`src/rtl/cv32e40s_pkg.sv`:
```
// Shared types and limits for the instruction-fetch OBI sequencer.
package cv32e40s_pkg;

    typedef enum logic {
        RUN     = 1'b0,
        DISCARD = 1'b1
    } ifetch_seq_state_e;

    localparam int IFETCH_SEQ_MAX_OUTSTANDING_LIMIT = 7;

    function automatic int ifetch_cnt_width(input int max_outstanding);
        return $clog2(max_outstanding + 1);
    endfunction

endpackage

```
`src/rtl/cv32e40s_ifetch_outstanding_cnt.sv`:
```
// Generic up/down counter with a load port and a zero flag; load has priority.
module cv32e40s_ifetch_outstanding_cnt
    import cv32e40s_pkg::*;
#(
    parameter int W = 2
) (
    input  logic         clk,
    input  logic         rst_n,
    input  logic         inc_i,
    input  logic         dec_i,
    input  logic         load_i,
    input  logic [W-1:0] load_val_i,
    output logic [W-1:0] cnt_o,
    output logic         zero_o
);

    logic [W-1:0] r_cnt;
    logic [W-1:0] w_cnt_d;

    always_comb begin
        w_cnt_d = r_cnt;
        if (load_i) begin
            w_cnt_d = load_val_i;
        end else begin
            w_cnt_d = r_cnt + W'(inc_i) - W'(dec_i);
        end
    end

    always_ff @(posedge clk or negedge rst_n) begin
        if (!rst_n) begin
            r_cnt <= '0;
        end else begin
            r_cnt <= w_cnt_d;
        end
    end

    assign cnt_o  = r_cnt;
    assign zero_o = (r_cnt == '0);

endmodule

```
`src/rtl/cv32e40s_ifetch_obi_sequencer.sv`:
```
// Fetch request scheduler in front of the instruction OBI adapter; drops responses of pre-kill fetches.
// Optional feature macro: CV32E40S_IFETCH_DISCARD_CNT_EN (saturating dropped-response counter).
module cv32e40s_ifetch_obi_sequencer
    import cv32e40s_pkg::*;
#(
    parameter int MAX_OUTSTANDING = 2
) (
    input  logic        clk,
    input  logic        rst_n,
    input  logic        fetch_valid_i,
    output logic        fetch_ready_o,
    input  logic [31:0] fetch_addr_i,
    input  logic        fetch_dbg_i,
    input  logic        kill_i,
    output logic        trans_valid_o,
    input  logic        trans_ready_i,
    output logic [31:0] trans_addr_o,
    output logic        trans_dbg_o,
    input  logic        resp_valid_i,
    input  logic [31:0] resp_rdata_i,
    input  logic        resp_err_i,
    output logic        out_valid_o,
    output logic [31:0] out_rdata_o,
    output logic        out_err_o,
    output logic        busy_o,
    output logic [15:0] discard_cnt_o
);

    localparam int CW = ifetch_cnt_width(MAX_OUTSTANDING);
    localparam logic [CW-1:0] MAX_C = CW'(MAX_OUTSTANDING);

    if (MAX_OUTSTANDING < 1 || MAX_OUTSTANDING > IFETCH_SEQ_MAX_OUTSTANDING_LIMIT) begin : g_bad_max
        $error("MAX_OUTSTANDING out of range 1..%0d", IFETCH_SEQ_MAX_OUTSTANDING_LIMIT);
    end

    ifetch_seq_state_e r_state;

    logic [CW-1:0] w_cnt;
    logic          w_cnt_zero;
    logic [CW-1:0] w_dcnt;
    logic          w_dcnt_zero;
    logic [CW-1:0] w_dcnt_d;
    logic [CW-1:0] w_kill_val;
    logic          w_accept;
    logic          w_dcnt_dec;

    // Issue is combinational; a slot freed by a same-cycle response is not reused until next cycle.
    assign trans_valid_o = fetch_valid_i && !kill_i && (w_cnt < MAX_C);
    assign w_accept      = trans_valid_o && trans_ready_i;
    assign fetch_ready_o = w_accept;
    assign trans_addr_o  = {fetch_addr_i[31:2], 2'b00};
    assign trans_dbg_o   = fetch_dbg_i;

    assign out_valid_o = resp_valid_i && w_dcnt_zero && !kill_i;
    assign out_rdata_o = resp_rdata_i;
    assign out_err_o   = resp_err_i;
    assign busy_o      = !w_cnt_zero;

    // Everything in flight at kill time is stale, minus a response retiring in that same cycle.
    assign w_kill_val = w_cnt - CW'(resp_valid_i);
    assign w_dcnt_dec = resp_valid_i && (r_state == DISCARD);
    assign w_dcnt_d   = kill_i ? w_kill_val : (w_dcnt - CW'(w_dcnt_dec));

    cv32e40s_ifetch_outstanding_cnt #(
        .W (CW)
    ) u_cnt (
        .clk        (clk),
        .rst_n      (rst_n),
        .inc_i      (w_accept),
        .dec_i      (resp_valid_i),
        .load_i     (1'b0),
        .load_val_i ({CW{1'b0}}),
        .cnt_o      (w_cnt),
        .zero_o     (w_cnt_zero)
    );

    cv32e40s_ifetch_outstanding_cnt #(
        .W (CW)
    ) u_dcnt (
        .clk        (clk),
        .rst_n      (rst_n),
        .inc_i      (1'b0),
        .dec_i      (w_dcnt_dec),
        .load_i     (kill_i),
        .load_val_i (w_kill_val),
        .cnt_o      (w_dcnt),
        .zero_o     (w_dcnt_zero)
    );

    always_ff @(posedge clk or negedge rst_n) begin
        if (!rst_n) begin
            r_state <= RUN;
        end else begin
            case (r_state)
                RUN: begin
                    if (kill_i && (w_dcnt_d != '0)) begin
                        r_state <= DISCARD;
                    end
                end
                DISCARD: begin
                    if (w_dcnt_d == '0) begin
                        r_state <= RUN;
                    end
                end
                default: r_state <= RUN;
            endcase
        end
    end

`ifdef CV32E40S_IFETCH_DISCARD_CNT_EN
    logic        w_drop;
    logic [15:0] r_discard_cnt;

    assign w_drop = resp_valid_i && !out_valid_o;

    always_ff @(posedge clk or negedge rst_n) begin
        if (!rst_n) begin
            r_discard_cnt <= 16'h0000;
        end else if (w_drop && (r_discard_cnt != 16'hFFFF)) begin
            r_discard_cnt <= r_discard_cnt + 16'd1;
        end
    end

    assign discard_cnt_o = r_discard_cnt;
`else
    assign discard_cnt_o = 16'h0000;
`endif

    a_no_overflow : assert property (@(posedge clk) disable iff (!rst_n) w_cnt <= MAX_C);
    a_no_resp_idle : assert property (@(posedge clk) disable iff (!rst_n) resp_valid_i |-> !w_cnt_zero);
    a_addr_aligned : assert property (@(posedge clk) disable iff (!rst_n) trans_valid_o |-> (trans_addr_o[1:0] == 2'b00));

endmodule

```
`config.mk`:
```
export PLATFORM = sky130hd
export DESIGN_NAME = cv32e40s_ifetch_obi_sequencer
export DESIGN_NICKNAME = d
export VERILOG_FILES = /design/src/rtl/cv32e40s_pkg.sv /design/src/rtl/cv32e40s_ifetch_outstanding_cnt.sv /design/src/rtl/cv32e40s_ifetch_obi_sequencer.sv
export SDC_FILE = /design/constraint.sdc
export NUM_CORES = 1
export LEC_CHECK = 0
export CORE_ASPECT_RATIO = 1.75
export CORE_MARGIN = 4
export CORE_UTILIZATION = 21
export CTS_CLUSTER_DIAMETER = 120
export DETAILED_ROUTE_END_ITERATION = 12
export PLACE_DENSITY = 0.79
export SYNTH_ARGS = -nofsm -noshare
export SYNTH_HDL_FRONTEND = slang
export SYNTH_HIERARCHICAL = 1
export SYNTH_SLANG_ARGS = --single-unit
```
`constraint.sdc`:
```
create_clock -name clk -period 1.5 [get_ports clk]
set_input_delay 0.3 -clock clk [delete_from_list [all_inputs] [get_ports clk]]
set_output_delay 0.3 -clock clk [all_outputs]
set_load 0.03 [all_outputs]
```
---- Yosys cells after proc, flatten, opt, wreduce, memory -nomap -nowiden ----
Cells that the tools add are included.
operators by class
  add/sub/neg operators ................... 4
  order comparisons ....................... 1
  muxes and demuxes ....................... 4
  bitwise logic cells ..................... 1
  reductions and logical operators ........ 13
operators with widths
  cell                                               number
  1-bit logical AND                                  7
  2-bit zero test                                    3
  2-bit by 1-bit subtractor with 2-bit output        3
  2-bit by 1-bit adder with 2-bit output             1
  1-bit zero test                                    2
  2-bit less-than comparator, second input constant  1
  1-bit 2-to-1 mux                                   2
  2-bit 2-to-1 mux                                   1
  1-bit case mux with 2 select lines                 1
  2-bit nonzero test                                 1
  1-bit inverter                                     1
storage, ports and cells
  flip-flop bits (word level) ............. 5
  bits of input ports ..................... 72
  output and inout port bits .............. 86
  logic and storage cells ................. 26

---- Logic depth before layout (Yosys ltp) ----
  word-level depth ........................ 7
  mapped depth ............................ 6

---- By module ----
Netlist, hierarchy kept.
by module, submodules not included
  module                           instances  cells an instance  area each (sq um)  seq. area each (sq um)
  cv32e40s_ifetch_obi_sequencer    1          101                753.2              25.0
  cv32e40s_ifetch_outstanding_cnt  2          11                 128.9              50.0

---- Least setup slack after synthesis ----
OpenSTA, ideal clock, no wires.
  path type ............................... flip-flop to flip-flop
  from .................................... register u_cnt.r_cnt[1], in the netlist u_cnt/cnt_o[1]
  to ...................................... register u_cnt.r_cnt[0], in the netlist u_cnt/cnt_o[0]
  library setup time ...................... 124 ps
  arrival ................................. 1805 ps
  slack ................................... -429 ps
  cell stages (with the launch flop) ...... 5
  path buffers ............................ 0
  period minus slack after synthesis ...... 1929 ps
  path through ............................ dfrtp_1 -> nor3b_2 -> and2_1 -> ha_1 -> mux2_2
between the ends
  cells in the longest elaborated chain, start to end .. 5
ends and longest elaborated chain
  what                                         RTL line                               source
  start: declaration                           cv32e40s_ifetch_outstanding_cnt.sv:17  logic [W-1:0] r_cnt;
  start signal: assignment                     cv32e40s_ifetch_outstanding_cnt.sv:33  r_cnt <= w_cnt_d;
  2-bit less-than comparator                   cv32e40s_ifetch_obi_sequencer.sv:48    assign trans_valid_o = fetch_valid_i && !kill_i && (w_cnt < MAX_C);
  1-bit logical AND                            cv32e40s_ifetch_obi_sequencer.sv:48
  net trans_valid_o                            cv32e40s_ifetch_obi_sequencer.sv:15    output logic trans_valid_o,
  1-bit logical AND                            cv32e40s_ifetch_obi_sequencer.sv:49    assign w_accept = trans_valid_o && trans_ready_i;
  net fetch_ready_o                            cv32e40s_ifetch_obi_sequencer.sv:11    output logic fetch_ready_o,
  2-bit by 1-bit adder with 2-bit output       cv32e40s_ifetch_outstanding_cnt.sv:25  w_cnt_d = r_cnt + W'(inc_i) - W'(dec_i);
  2-bit by 1-bit subtractor with 2-bit output  cv32e40s_ifetch_outstanding_cnt.sv:25
  net u_cnt.w_cnt_d[0]                         cv32e40s_ifetch_outstanding_cnt.sv:18  logic [W-1:0] w_cnt_d;
The timed path passes the listed nets, and every way through them passes these cells.

---- Worst setup path in the final report ----
  from .................................... register r_state
  to ...................................... register u_dcnt.r_cnt[0], in the netlist u_dcnt/cnt_o[0]
between the ends
  cells in the longest elaborated chain, start to end .. 3
ends and longest elaborated chain
  what                                         RTL line                               source
  start: declaration                           cv32e40s_ifetch_obi_sequencer.sv:36    ifetch_seq_state_e r_state;
  start signal: assignment                     cv32e40s_ifetch_obi_sequencer.sv:92    r_state <= RUN;
  start signal: assignment                     cv32e40s_ifetch_obi_sequencer.sv:97    r_state <= DISCARD;
  start signal: assignment                     cv32e40s_ifetch_obi_sequencer.sv:102   r_state <= RUN;
  1-bit logical AND                            cv32e40s_ifetch_obi_sequencer.sv:61    assign w_dcnt_dec = resp_valid_i && (r_state == DISCARD);
  net w_dcnt_dec                               cv32e40s_ifetch_obi_sequencer.sv:45    logic w_dcnt_dec;
  2-bit by 1-bit subtractor with 2-bit output  cv32e40s_ifetch_outstanding_cnt.sv:25
  2-bit 2-to-1 mux                             cv32e40s_ifetch_outstanding_cnt.sv:22  if (load_i) begin
  net u_dcnt.w_cnt_d[0]                        cv32e40s_ifetch_outstanding_cnt.sv:18
  end signal: assignment                       cv32e40s_ifetch_outstanding_cnt.sv:33
  end: declaration                             cv32e40s_ifetch_outstanding_cnt.sv:17
The timed path passes the listed nets, and every way through them passes these cells.

==> impl_metrics.yaml <==
global_routing:
  antenna_found_initial: 0
  grt_pass1_wl_um: 2730
  grt_max_degree: 7
  overflow: 0
  track_usage_pct: 6.79
  grt_pass1_vias: 515
placed_design:
  placed_cells: 129
  postPlaceCellArea_um2: 678
  dpl.hpwl_um: 1810
  gp_congestion: 0.683
  dp_worst_setup_slack_ns: -0.381
  port_buffers: 9
detailed_routing:
  via_per_inst: 3.57
  route.detailed.drc: 0
  antenna_left: 0
  drt-total-wl_um: 2110
  vias: 478
  dr.pass1.iters: 2
  routedWlPerCell_um: 15.7
  drtIter0Drc: 7
min_path:
  hp-class: "primary input to asynchronous set/reset pin"
finish:
  area_growth_pct: -27.1
  post-route-util_pct: 15.8
  fin_cells: 134
  final_layout_size_suffix_gt1_share_pct: 24.4
  fill_cells: 510
  antenna_cells: 0
  multiInputGateArea_um2: 349
  layout.nets: 161
  fin_area_um2: 737
  seqCellArea_um2: 126
timing:
  drv_slew: 0
  whs_ns: 0.312
  hold_violations: 0
  setup_tns_ns: 0
  setup_slack_ns: 0.0246
  max_freq_mhz: 678
  setup_viol: 0
  skew_ns: 0.00187
  finalCriticalPeriod_ns: 1.48
  rsz0062_at_grt: "yes"
  period_share_pct: 98.4
synth:
  syn_area_mm2: 0.00101
  synth_area_leaders: "buf_4 61%, dfrtp_1 12%, ha_1 7.4%"
  ys_seq_area_share_pct: 12.4
  yosysWarningCount: 6
  synth_cell_types: 14
  synthCells: 123
  ys_ff_latch: 5
  synth_top_area_share_pct: 60.9
  synth_area_leader_cell: "buf_4"
  syn_area_per_cell_um2: 8.22
setup_path:
  crit_chain: "and2_4 -> ha_1 -> inv_1 -> ha_1 -> mux2_2"
  cp-start-kind: "flip-flop"
  path_common_cell: "ha_1"
  max_stage_delay_ns: 0.38
  critPathCaptureType: "flip-flop"
  slowest_stage: "dfrtp_1"
  crit_buf_inv: 1
  required_ns: 1.60
  path_class: "flip-flop to flip-flop"
  crit_path_max_fanout: 2
  path_delay_family: "adder cells"
  worstPathArrival_ns: 1.58
clock_network:
  cts_hold_buf: 0
  clock_latency_ns: 0.22
  cts_root_buf: "clkbuf_8"
  cts_tree: "yes"
  cts_buffer_depth: 2
  ctsHtreeMaxLevel: 1
  clk_pin_slew_ns: 0.03
  numCtsBuffers: 3
  clock_sinks: 5
die:
  initial_core_util_pct: 21.7
  coreArea_mm2: 0.00467
  num_rows: 33
  die_w_um: 60.5
  ios: 158
  die-area_mm2: 0.00603
  fp.dieH_um: 99.8
flow_run:
  maxCapViolations: 0
power_and_ir_drop:
  ir_worst_vdd_mv: 0.538
  power_uw: 907
  power_density_mw_per_mm2: 1230
  cellLeakagePower_nw: 0.396
status:
  status: "finished clean"
layer usage:
metal | wire length, um | up-vias | GRT usage [%]
li1 | - | 187 | -
met5 | 0 | - | 0
met3 | 527 | 71 | 3.86
met2 | 862 | 47 | 10.1
met4 | 478 | 0 | 16.4
met1 | 243 | 173 | 1.56
path summary, 6_finish.rpt:
kind | from | endpoint | slack [ns] | cells after the start
max in group asynchronous | rst_n | u_cnt/cnt_o[1]$_DFF_PN0_ | 0.97 | 1
hold reg to reg | r_state$_DFF_PN0_ | r_state$_DFF_PN0_ | 0.59 | 2
setup reg to reg | r_state$_DFF_PN0_ | u_dcnt/cnt_o[0]$_DFF_PN0_ | 0.02 | 5
setup / recovery | r_state$_DFF_PN0_ | u_dcnt/cnt_o[0]$_DFF_PN0_ | 0.02 | 5
hold / removal | rst_n | u_dcnt/cnt_o[0]$_DFF_PN0_ | 0.31 | 1
min in group clk | r_state$_DFF_PN0_ | r_state$_DFF_PN0_ | 0.59 | 2
report_power, final:
part	switching [mW]	internal [mW]
clock	0.0644	0.182
combinational	0.230	0.209
sequential	0.0376	0.185
total	0.332	0.576
flip-flops by register name, indices dropped and copies added, names as in the netlist:
signal and flops:
u_dcnt/cnt_o 2, u_cnt/cnt_o 2, r_state 1
layout make-up:
class	count	share of cell area, %
inverters	9	4.58
flip-flops and latches	5	17.1
well taps	52	8.83
clock buffers	4	6.11
repair buffers	14	16.0
multi-input cells	50	47.4
synth_stat cells:
master and instances:
buf_4 82, dfrtp_1 5, o21ai_1 3, and2_1 2, nor2_1 3, mux2_2 2
o21ai_0 2, xor2_1 2, nand2_1 3, conb_1 1, nor3b_2 1, xnor3_1 2
inv_1 9, ha_1 6
kinds of logic after synthesis:
family                   share of synthesized area, %
AO/OA/AOI/OAI                                    2.47
XOR/XNOR                                         6.19
adder cells (fa/ha/maj)                          7.43
buffers and inverters                            64.2
flip-flops                                       12.4
multiplexers                                     2.23
other                                           0.371
AND/OR/NAND/NOR                                  4.70
repair_timing:
item                                    in CTS  in global routing
setup buffers                                0                  1
resized for setup                            6                  1
pin swaps                                    1                  0
endpoints found under the setup margin       7                  2
layout by cell type, fill, tap and decap left out:
cell             netlist  layout
mux2_2                 2       2
inv_1                  9       9
clkbuf_1               0       1
xnor3_1                2       2
ha_1                   6       5
clkbuf_8               0       3
dfrtp_2                0       1
dfrtp_1                5       4
nor2_2                 0       1
o21ai_0                2       2
ha_4                   0       1
conb_1                 1      24
nor2_1                 3       2
and2_4                 0       2
nand2_1                3       3
clkdlybuf4s50_1        0       2
buf_6                  0       1
buf_4                 82       8
dlygate4sd2_1          0       3
nor3b_4                0       1
xor2_1                 2       2
o21ai_1                3       3
(Power assumes the default switching activity.)
